File: config.mk
export PLATFORM = sky130hd
export DESIGN_NAME = math_computer_driver_flat
export DESIGN_NICKNAME = d
export VERILOG_FILES = /design/src/rtl/math_computer_pkg.sv /design/src/rtl/math_computer_itf.sv /design/src/rtl/math_computer_driver.sv /design/src/flat_wrapper.sv
export SDC_FILE = /design/constraint.sdc
export NUM_CORES = 1
export LEC_CHECK = 0
export BUFFER_PORTS_ARGS = -buffer_cell sky130_fd_sc_hd__buf_2
export CORE_UTILIZATION = 52
export DETAILED_ROUTE_END_ITERATION = 10
export HOLD_SLACK_MARGIN = 0.08
export PLACE_DENSITY = 0.73
export SLEW_MARGIN = 20
export SYNTH_ARGS = -nofsm -noshare
export SYNTH_HDL_FRONTEND = slang
export SYNTH_SLANG_ARGS = --single-unit
File: constraint.sdc
create_clock -name clk -period 4.7 [get_ports clk]
set_clock_uncertainty 0.1 [all_clocks]
set_input_delay 0.94 -clock clk [delete_from_list [all_inputs] [get_ports clk]]
set_output_delay 0.94 -clock clk [all_outputs]
set_load 0.02 [all_outputs]
File: src/rtl/math_computer_pkg.sv
// math_computer_pkg: shared state type, data width and limits for the math computer driver
// DATASIZE is taken from the math_computer macro when a macros file defines it first.
`ifndef MATH_COMPUTER_DATASIZE
`define MATH_COMPUTER_DATASIZE 8
`endif
package math_computer_pkg;
  localparam int DATASIZE   = `MATH_COMPUTER_DATASIZE;
  localparam int MC_TIMEOUT = 255;
  localparam int MC_ERR_W   = 8;
  typedef enum logic [1:0] {IDLE, SEND, WAIT_RES, FINISH} mc_state_e;
endpackage

File: src/rtl/math_computer_itf.sv
// math_computer_itf: operand and result handshake interfaces of the math computer
// input:  valid/a/b/c from master, ready from slave
// output: valid/result (DATASIZE+1 bits) from master, ready from slave
interface math_computer_input_itf;
  import math_computer_pkg::*;
  logic                valid;
  logic                ready;
  logic [DATASIZE-1:0] a;
  logic [DATASIZE-1:0] b;
  logic [DATASIZE-1:0] c;
  modport master(output valid, a, b, c, input ready);
  modport slave(input valid, a, b, c, output ready);
endinterface

interface math_computer_output_itf;
  import math_computer_pkg::*;
  logic              valid;
  logic              ready;
  logic [DATASIZE:0] result;
  modport master(output valid, result, input ready);
  modport slave(input valid, result, output ready);
endinterface

File: src/rtl/math_computer_driver.sv
// math_computer_driver: issues a sequence of a/b/c operations and checks each a+b result
// clk, rst (async, active-high)
// i_start/i_nb_trans/i_a_init/i_b_init: launch a sequence when idle
// input_port (master): operands out; output_port (slave): results in
// o_busy, o_done (1-cycle), o_err_count (saturating), o_timeout_flag (sticky)
module math_computer_driver
  import math_computer_pkg::*;
#(
  parameter int NB_TRANS_W = 8,
  parameter int TIMEOUT    = MC_TIMEOUT
) (
  input  logic                     clk,
  input  logic                     rst,
  input  logic                     i_start,
  input  logic [NB_TRANS_W-1:0]    i_nb_trans,
  input  logic [DATASIZE-1:0]      i_a_init,
  input  logic [DATASIZE-1:0]      i_b_init,
  math_computer_input_itf.master   input_port,
  math_computer_output_itf.slave   output_port,
  output logic                     o_busy,
  output logic                     o_done,
  output logic [MC_ERR_W-1:0]      o_err_count,
  output logic                     o_timeout_flag
);
  localparam int TW = $clog2(TIMEOUT + 1);
  mc_state_e             r_state, w_nxt_state;
  logic [NB_TRANS_W-1:0] r_nb, w_nxt_nb, r_idx, w_nxt_idx, w_idx_inc;
  logic [DATASIZE-1:0]   r_a_init, w_nxt_a_init, r_b_init, w_nxt_b_init;
  logic [MC_ERR_W-1:0]   r_err, w_nxt_err;
  logic                  r_tmo_flag, w_nxt_tmo_flag;
  logic [TW-1:0]         r_tmo_cnt, w_nxt_tmo_cnt;
  logic [DATASIZE-1:0]   w_a, w_b;
  logic [DATASIZE:0]     w_exp;
  logic                  w_in_hs, w_out_hs, w_send;
  always_ff @(posedge clk or posedge rst) begin
    if (rst) begin
      r_state    <= IDLE;
      r_nb       <= '0;
      r_idx      <= '0;
      r_a_init   <= '0;
      r_b_init   <= '0;
      r_err      <= '0;
      r_tmo_flag <= 1'b0;
      r_tmo_cnt  <= '0;
    end else begin
      r_state    <= w_nxt_state;
      r_nb       <= w_nxt_nb;
      r_idx      <= w_nxt_idx;
      r_a_init   <= w_nxt_a_init;
      r_b_init   <= w_nxt_b_init;
      r_err      <= w_nxt_err;
      r_tmo_flag <= w_nxt_tmo_flag;
      r_tmo_cnt  <= w_nxt_tmo_cnt;
    end
  end
  // Operands are derived from the transaction index, so nothing but the index advances per transaction.
  always_comb begin
    w_send             = r_state == SEND;
    w_a                = r_a_init + DATASIZE'(r_idx);
    w_b                = r_b_init - DATASIZE'(r_idx);
    w_exp              = {1'b0, w_a} + {1'b0, w_b};
    input_port.valid   = w_send;
    input_port.a       = w_send ? w_a : '0;
    input_port.b       = w_send ? w_b : '0;
    input_port.c       = w_send ? w_a ^ w_b : '0;
    output_port.ready  = r_state == WAIT_RES;
    w_in_hs            = input_port.valid && input_port.ready;
    w_out_hs           = output_port.valid && output_port.ready;
    w_idx_inc          = r_idx + 1'b1;
    o_busy             = r_state != IDLE;
    o_done             = r_state == FINISH;
    o_err_count        = r_err;
    o_timeout_flag     = r_tmo_flag;
  end
  always_comb begin
    w_nxt_state    = r_state;
    w_nxt_nb       = r_nb;
    w_nxt_idx      = r_idx;
    w_nxt_a_init   = r_a_init;
    w_nxt_b_init   = r_b_init;
    w_nxt_err      = r_err;
    w_nxt_tmo_flag = r_tmo_flag;
    w_nxt_tmo_cnt  = r_tmo_cnt;
    case (r_state)
      IDLE: if (i_start) begin
        w_nxt_nb       = i_nb_trans;
        w_nxt_a_init   = i_a_init;
        w_nxt_b_init   = i_b_init;
        w_nxt_idx      = '0;
        w_nxt_err      = '0;
        w_nxt_tmo_flag = 1'b0;
        w_nxt_state    = i_nb_trans == '0 ? FINISH : SEND;
      end
      SEND: if (w_in_hs) begin
        w_nxt_state   = WAIT_RES;
        w_nxt_tmo_cnt = TW'(TIMEOUT);
      end
      WAIT_RES: if (w_out_hs) begin
        w_nxt_err   = (output_port.result != w_exp && r_err != '1) ? r_err + 1'b1 : r_err;
        w_nxt_idx   = w_idx_inc;
        w_nxt_state = w_idx_inc == r_nb ? FINISH : SEND;
      end else if (r_tmo_cnt <= TW'(1)) begin
        // The last waiting cycle expired: abandon the rest of the sequence.
        w_nxt_tmo_flag = 1'b1;
        w_nxt_state    = FINISH;
      end else begin
        w_nxt_tmo_cnt = r_tmo_cnt - 1'b1;
      end
      default: w_nxt_state = IDLE;
    endcase
  end
endmodule
File: src/flat_wrapper.sv
// flat-port wrapper written by rule: the top's interface ports become plain ports
module math_computer_driver_flat import math_computer_pkg::*;
#(
  parameter int NB_TRANS_W = 8,
  parameter int TIMEOUT    = MC_TIMEOUT
)
  (clk, rst, i_start, i_nb_trans, i_a_init, i_b_init, o_busy, o_done, o_err_count, o_timeout_flag, input_port_valid, input_port_a, input_port_b, input_port_c, input_port_ready, output_port_valid, output_port_result, output_port_ready);
  math_computer_input_itf input_port_i ();
  math_computer_output_itf output_port_i ();
  input  logic clk;
  input  logic rst;
  input  logic i_start;
  input  logic [NB_TRANS_W-1:0] i_nb_trans;
  input  logic [DATASIZE-1:0] i_a_init;
  input  logic [DATASIZE-1:0] i_b_init;
  output logic o_busy;
  output logic o_done;
  output logic [MC_ERR_W-1:0] o_err_count;
  output logic o_timeout_flag;
  output wire logic [$bits(input_port_i.valid)-1:0] input_port_valid;
  output wire logic [$bits(input_port_i.a)-1:0] input_port_a;
  output wire logic [$bits(input_port_i.b)-1:0] input_port_b;
  output wire logic [$bits(input_port_i.c)-1:0] input_port_c;
  input wire logic [$bits(input_port_i.ready)-1:0] input_port_ready;
  input wire logic [$bits(output_port_i.valid)-1:0] output_port_valid;
  input wire logic [$bits(output_port_i.result)-1:0] output_port_result;
  output wire logic [$bits(output_port_i.ready)-1:0] output_port_ready;
  assign input_port_valid = input_port_i.valid;
  assign input_port_a = input_port_i.a;
  assign input_port_b = input_port_i.b;
  assign input_port_c = input_port_i.c;
  assign input_port_i.ready = input_port_ready;
  assign output_port_i.valid = output_port_valid;
  assign output_port_i.result = output_port_result;
  assign output_port_ready = output_port_i.ready;
  math_computer_driver #(.NB_TRANS_W(NB_TRANS_W), .TIMEOUT(TIMEOUT)) u_core (.clk(clk), .rst(rst), .i_start(i_start), .i_nb_trans(i_nb_trans), .i_a_init(i_a_init), .i_b_init(i_b_init), .input_port(input_port_i), .output_port(output_port_i), .o_busy(o_busy), .o_done(o_done), .o_err_count(o_err_count), .o_timeout_flag(o_timeout_flag));
endmodule
==> flow_summary.json, run 1 <==
{
  "initial_core_util": 0.5356,
  "place_ws_ps": 550.5,
  "yosys.area.top_type": "dfrtp_1",
  "die_h_um": 85.42,
  "nets": 525,
  "cts_resized": 0,
  "stdcell_count": 539,
  "drive_gt1_frac": 0.2527,
  "hpwl_um": 6169,
  "io_pins": 75,
  "slew_headroom": 0.4258,
  "min_path_type": "reg2reg",
  "reg2reg_slack_ps": 480,
  "hold_viol": 0,
  "setup_viol": 0,
  "clk_latency_ps": 300,
  "drt-total-wl_um": 7822,
  "cts_tree": "done",
  "cp-start-kind": "register",
  "syn-instance-count": 384,
  "numCtsBuffers": 5,
  "place.gp.congestion": 0.9076,
  "holdBufCountCts": 0,
  "maxSlewViolCount": 0,
  "clock_path_buffers": 2,
  "layout_setup_ws_ps": 484.7,
  "avgViaCountPerCell": 5.505,
  "timing.final.crit_share": 0.8969,
  "dp.cells": 531,
  "synth_edf_count": 0,
  "area_growth_pct": 15.18,
  "avgSynthCellArea_sq_um": 9.423,
  "cts_root_buf": "clkbuf_8",
  "fin_tns_setup_ps": 0,
  "critPathCapture": "u_core.o_err_count[2]",
  "grt.total_usage": 0.2258,
  "die_w_um": 85.42,
  "vias": 2967,
  "power_density_mw_per_mm2": 847.2,
  "synth.distinct_cells": 56,
  "ir_drop_mv": 0.2958,
  "rr_endpoint": "u_core.o_err_count[2]",
  "routedWlPerCell_um": 14.51,
  "grt_pass1_vias": 2802,
  "ys_ff_latch": 51,
  "coreArea_sq_mm": 0.006756,
  "crit_path_end_kind": "register",
  "critPathLaunch": "u_core.r_idx[0]",
  "cp_max_fo": 13,
  "drt_first_pass_iters": 4,
  "fin_crit_ps": 4215,
  "cts_setup_buffers": 0,
  "ys_seq_area_frac": 0.3527,
  "ff2ff_path_depth": 15,
  "tightest_slew_ps": 860.3,
  "fmax_ghz": 0.2372,
  "drv_cap": 0,
  "rr_startpoint": "u_core.r_idx[0]",
  "gr-total-overflow": 0,
  "grt_pass1_wl_um": 13160,
  "drt_iter0_drc": 111,
  "grt_max_degree": 52,
  "ant_nets": 0,
  "clock-sinks": 51,
  "p_leak_nw": 1.929,
  "clk_pin_slew_ps": 90,
  "antenna_found_initial": 0,
  "synth_nets": 451,
  "criticalPathCategory": "reg2reg",
  "synth_warnings": 0,
  "insertedDiodeCount": 0,
  "synthArstFlopShare": 1.000,
  "rows": 30,
  "io_buffers": 74,
  "syn_area_sq_mm": 0.003618,
  "required_ps": 4800,
  "synthTopCellsByArea": "dfrtp_1, ha_1, mux2_2",
  "synth_flop_cell": "dfrtp_1",
  "fin_util": 0.6169,
  "status": "complete, no violations",
  "dieArea_sq_mm": 0.007297,
  "rsz0062_at_grt": "false",
  "cp.arrival_ps": 4310,
  "drc": 0,
  "netlist.area_leader.share": 0.3527,
  "cts.htree.levels": 2
}
[flip-flops by register name (all words and copies together) (netlist names)]
name	count
u_core.r_state	2
u_core.r_nb	8
u_core.o_timeout_flag	1
u_core.r_idx	8
u_core.o_err_count	8
u_core.r_tmo_cnt	8
u_core.r_a_init	8
u_core.r_b_init	8
[cell usage in the layout, fill, tap and decap left out, types with 2 or more instances in the layout]
cell      Yosys  layout
and2_1       22      22
clkbuf_8      1       6
mux2_2       23      23
a31oi_1       2       2
nor2_1       29      29
and3_1        2       2
o41ai_1       2       2
nand2_1      26      26
buf_2         0      74
nand4_1       2       2
o21a_1        2       2
o22a_1        2       2
fa_1          3       3
a21o_1        3       3
a21oi_1      19      19
o22ai_1       2       2
nor3_1        7       7
nand2b_1      3       3
dfrtp_1      51      51
inv_1        26      25
o21ai_0      23      23
o31ai_1       2       2
o21bai_1      5       5
xnor2_1      28      28
nand3_1      11      11
clkinv_2      0       2
or3_1         2       2
xor2_1       18      18
o211ai_1      2       2
ha_1         26      26
nor4_1        6       6
nor2b_1       4       4
[per-stage QoR]
step	instance area [sq um]	power, mW	hold slack [ps]
after floorplan	3618	2.632	383.8
after global placement	4049	3.143	402.7
after detailed placement	4049	3.196	399.1
after CTS	4167	3.521	426.7
after global routing	4168	3.821	439.6
final	4168	3.531	424.6
[where the power goes]
| group | switching [mW] | total, mW | internal, mW |
|---|---|---|---|
| clock | 0.141 | 0.314 | 0.172 |
| combinational | 1.45 | 2.54 | 1.09 |
| sequential | 0.112 | 0.681 | 0.569 |
[worst min-delay path by stage]
stage,slack [ps],endpoint,startpoint,cells after the start
after global placement,400,u_core.r_tmo_cnt[7],u_core.r_tmo_cnt[7],2
final,420,u_core.r_a_init[6],u_core.r_a_init[6],1
after CTS,430,u_core.r_a_init[6],u_core.r_a_init[6],1
after floorplan,380,u_core.r_tmo_cnt[7],u_core.r_tmo_cnt[7],2
after global routing,440,u_core.r_a_init[6],u_core.r_a_init[6],1
after detailed placement,400,u_core.o_timeout_flag,u_core.o_timeout_flag,2
[synth_stat cells (3+ instances only)]
master	number
inv_1	26
a21o_1	3
a21oi_1	19
ha_1	26
nor2b_1	4
nand3_1	11
o21ai_0	23
nor2_1	29
dfrtp_1	51
o21bai_1	5
nand2b_1	3
clkbuf_1	5
fa_1	3
nor3_1	7
xnor2_1	28
and2_1	22
nor4_1	6
mux2_2	23
nand2_1	26
xor2_1	18
[critical path: stages (launching register included)]
cell and delay (ps):
dfrtp_1 470, ha_1 250, fa_1 390, a21o_1 190, a21oi_1 240, o21bai_1 100
a21oi_1 200, xnor2_1 190, ha_1 330, xor2_1 270, o211ai_1 140, nor3_1 190
nand3_1 140, o31ai_4 520, nor3b_2 110, a221o_1 270
[per-layer routing]
layer | share of wire | GRT usage
met5 | 0 | 0
met3 | 0.037 | 0.03405
met4 | 0.012 | 0.05152
met2 | 0.46 | 0.3644
met1 | 0.49 | 0.3219
[cells by family (layout without fill, tap and decap cells)]
group	Yosys count	in the layout	synth area share
AND/OR/NAND/NOR	125	125	0.1788
AO/OA/AOI/OAI	76	76	0.1390
flip-flops	51	51	0.3527
XOR/XNOR	46	46	0.1113
buffers and inverters	34	109	0.04011
adder cells (fa/ha/maj)	29	29	0.1065
multiplexers	23	23	0.07158
[cell type report]
class / count / area, sq um
sequential: 51 / 1276
tap: 80 / 100.1
inverter: 26 / 98.84
multi-input combinational: 299 / 2197
clock inverter: 2 / 35.03
timing repair buffer: 75 / 377.9
fill: 599 / 2589
clock buffer: 6 / 82.58
Note: power is estimated with default switching activity, not from simulation.
==> run 2: changes to the inputs <==
ABC_AREA = 1   (was unset)
==> run 2 against run 1 <==
Against the previous run: core utilization increased by 0.96 points; largest cell class unchanged; area after synthesis increased by 4.7%; critical path depth decreased by 2; cell area increased by 3.8%; cell count increased by 32%; worst setup slack improved by 150 ps; sequential cell count unchanged; first-iteration DRC count increased by 100%; clock power decreased by 22%; critical endpoint is now input_port_c[6]; routed wire length increased by 12%.
==> flow_summary.json, run 2 <==
{
  "status": "complete, no violations",
  "syn_area_sq_mm": 0.003790,
  "ir_drop_mv": 0.4906,
  "layout_setup_ws_ps": 632.6,
  "cp.arrival_ps": 3030,
  "timing.final.crit_share": 0.8654,
  "synth_compound_area_frac": 0.09376,
  "pwr-share-seq": 0.194,
  "p_switching_mw": 1.948,
  "fin_crit_ps": 4067,
  "busiest_layer": "met2",
  "insertedDiodeCount": 0,
  "min_path_type": "reg2reg",
  "cp_max_fo": 8,
  "holdBufCountCts": 0,
  "power_density_mw_per_mm2": 824.6,
  "routedWlPerCell_um": 12.29,
  "clock-sinks": 51,
  "cts_tree": "done",
  "drc": 0,
  "syn-instance-count": 542,
  "place.gp.congestion": 0.9916,
  "synth_warnings": 0,
  "ys_top_cells_by_count": "nand2_1, inv_1, nor2_1",
  "drv_cap": 0,
  "area_growth_pct": 14.16,
  "p_leak_nw": 2.434,
  "numCtsBuffers": 5,
  "avgViaCountPerCell": 5.015,
  "cts.htree.levels": 2,
  "drive_gt1_frac": 0.1575,
  "synthArstFlopShare": 1.000,
  "synth_top_family_by_area": "simple AND/OR/NAND/NOR gates",
  "cts_resized": 0,
  "place_ws_ps": 995.1,
  "synth-simple-area-share": 0.3011,
  "synth-xor-area-share": 0.06438,
  "clk_latency_ps": 300,
  "dieArea_sq_mm": 0.007634,
  "yosys-mux-area-fraction": 0,
  "clk_pin_slew_ps": 90,
  "synth_edf_count": 0,
  "fin_tns_setup_ps": 0,
  "ff2ff_path_depth": 21,
  "grt_pass1_vias": 3389,
  "ant_nets": 0,
  "tightest_slew_ps": 963.5,
  "drt-total-wl_um": 8752,
  "synth.distinct_cells": 36,
  "crit_path_end_kind": "primary output",
  "die_h_um": 87.37,
  "gr-total-overflow": 0,
  "hold_viol": 0,
  "yosysMostFrequentCell": "nand2_1",
  "setup_viol": 0,
  "clock_path_buffers": 2,
  "rsz0062_at_grt": "false",
  "vias": 3571,
  "fmax_ghz": 0.2459,
  "yosys.area.top_type": "dfrtp_1",
  "io_buffers": 74,
  "p_clk_frac": 0.068,
  "n_fill_cell": 674,
  "cts_setup_buffers": 0,
  "use_met2": 0.4240,
  "slew_headroom": 0.3570,
  "rows": 30,
  "hpwl_um": 6896,
  "grt_max_degree": 52,
  "required_ps": 3660,
  "grt_pass1_wl_um": 15010,
  "hold_slack_ps": 389.6,
  "layout_commonest_cell": "nand2_1",
  "cts_root_buf": "clkbuf_8",
  "cp-start-kind": "register",
  "initial_core_util": 0.5487,
  "synth_flop_cell": "dfrtp_1",
  "synthTopCellsByArea": "dfrtp_1, nand2_1, inv_1",
  "criticalPathCategory": "reg2out",
  "die_w_um": 87.37,
  "power_mw": 3.568,
  "mostFrequentLayoutCells": "nand2_1, inv_1, buf_2",
  "synth-adder-area-share": 0.1017,
  "drt_iter0_drc": 225,
  "io_pins": 75,
  "regArea_sq_mm": 0.001276,
  "ys_seq_area_frac": 0.3367,
  "grtUsageMet3": 0.03791,
  "coreArea_sq_mm": 0.006907,
  "ys_ff_latch": 51,
  "drt_first_pass_iters": 4,
  "multi_input_comb_area_sq_mm": 0.002128,
  "use_met1": 0.3295,
  "grt.total_usage": 0.2508,
  "power_frac_comb": 0.738,
  "intPower_mw": 1.620,
  "antenna_found_initial": 0,
  "switching_share": 0.5461,
  "synth_nets": 609,
  "hold_depth": 2,
  "avgSynthCellArea_sq_um": 6.992,
  "netlist.area_leader.share": 0.3367,
  "maxSlewViolCount": 0,
  "nets": 682
}
-- run 2: cell types whose count changed in the layout (fill, tap and decap cells not counted), sizes merged, moves of 19 or more --
cell	before	now
mux2	23	0
nand2	26	156
xnor2	28	9
nand3	11	32
and2	23	0
inv	25	90
nor2	29	62
-- run 2: power by group through the flow --
stage | logic (mW) | clock network (mW) | registers, mW
after floorplan | 2.02 | 0 | 0.681
after global placement | 2.56 | 0 | 0.695
after detailed placement | 2.62 | 0 | 0.699
after CTS | 2.64 | 0.254 | 0.691
after global routing | 3.02 | 0.267 | 0.707
final | 2.63 | 0.244 | 0.692
-- run 2: cells by family (layout without fill, tap and decap cells) --
| logic type | count (synthesis) | after routing |
|---|---|---|
| AND/OR/NAND/NOR | 272 | 272 |
| buffers and inverters | 100 | 174 |
| AO/OA/AOI/OAI | 63 | 63 |
| flip-flops | 51 | 51 |
| adder cells (fa/ha/maj) | 29 | 29 |
| XOR/XNOR | 27 | 27 |
-- run 2: critical path, cell delays in order (launching register included) --
cell	delay, ps
dfrtp_1	480
ha_1	250
fa_1	390
nand2_1	100
nand2_1	50
a21oi_1	180
o21ai_0	110
a21o_1	170
xor2_1	180
inv_1	70
ha_1	380
inv_1	80
nor2_1	100
buf_2	170
-- run 2: final timing paths --
check                              startpoint                    end  slack [ps]
max                           u_core.r_idx[0]        input_port_c[6]         630
max in group asynchronous                 rst  u_core.o_err_count[6]        3310
min                        u_core.r_a_init[0]     u_core.r_a_init[0]         390
min in group asynchronous                 rst  u_core.o_err_count[1]         660
max reg2reg                   u_core.r_idx[0]  u_core.o_err_count[4]         980
min reg2reg                u_core.r_a_init[0]     u_core.r_a_init[0]         390
-- run 2: area by class of cell --
type | instances | area share
well taps | 96 | 0.02776
repair buffers | 75 | 0.08733
multi-input cells | 391 | 0.4919
clock buffers | 7 | 0.01764
inverters | 91 | 0.07924
clock inverters | 1 | 0.001157
flip-flops and latches | 51 | 0.2950
-- run 2: stage by stage --
stage	cells	utilization	instance area, sq um
floorplan	542	-	3790
global route	712	0.6264	4327
detailed placement	704	0.6145	4244
finish	712	0.6264	4327
CTS	712	0.6263	4325
global placement	704	0.6145	4244
-- run 2: metal layers --
layer | vias to the layer above | share of wire
met5 | - | 0
met4 | 0 | 0.015
met3 | 15 | 0.047
met2 | 104 | 0.47
met1 | 1598 | 0.47
li1 | 1854 | -
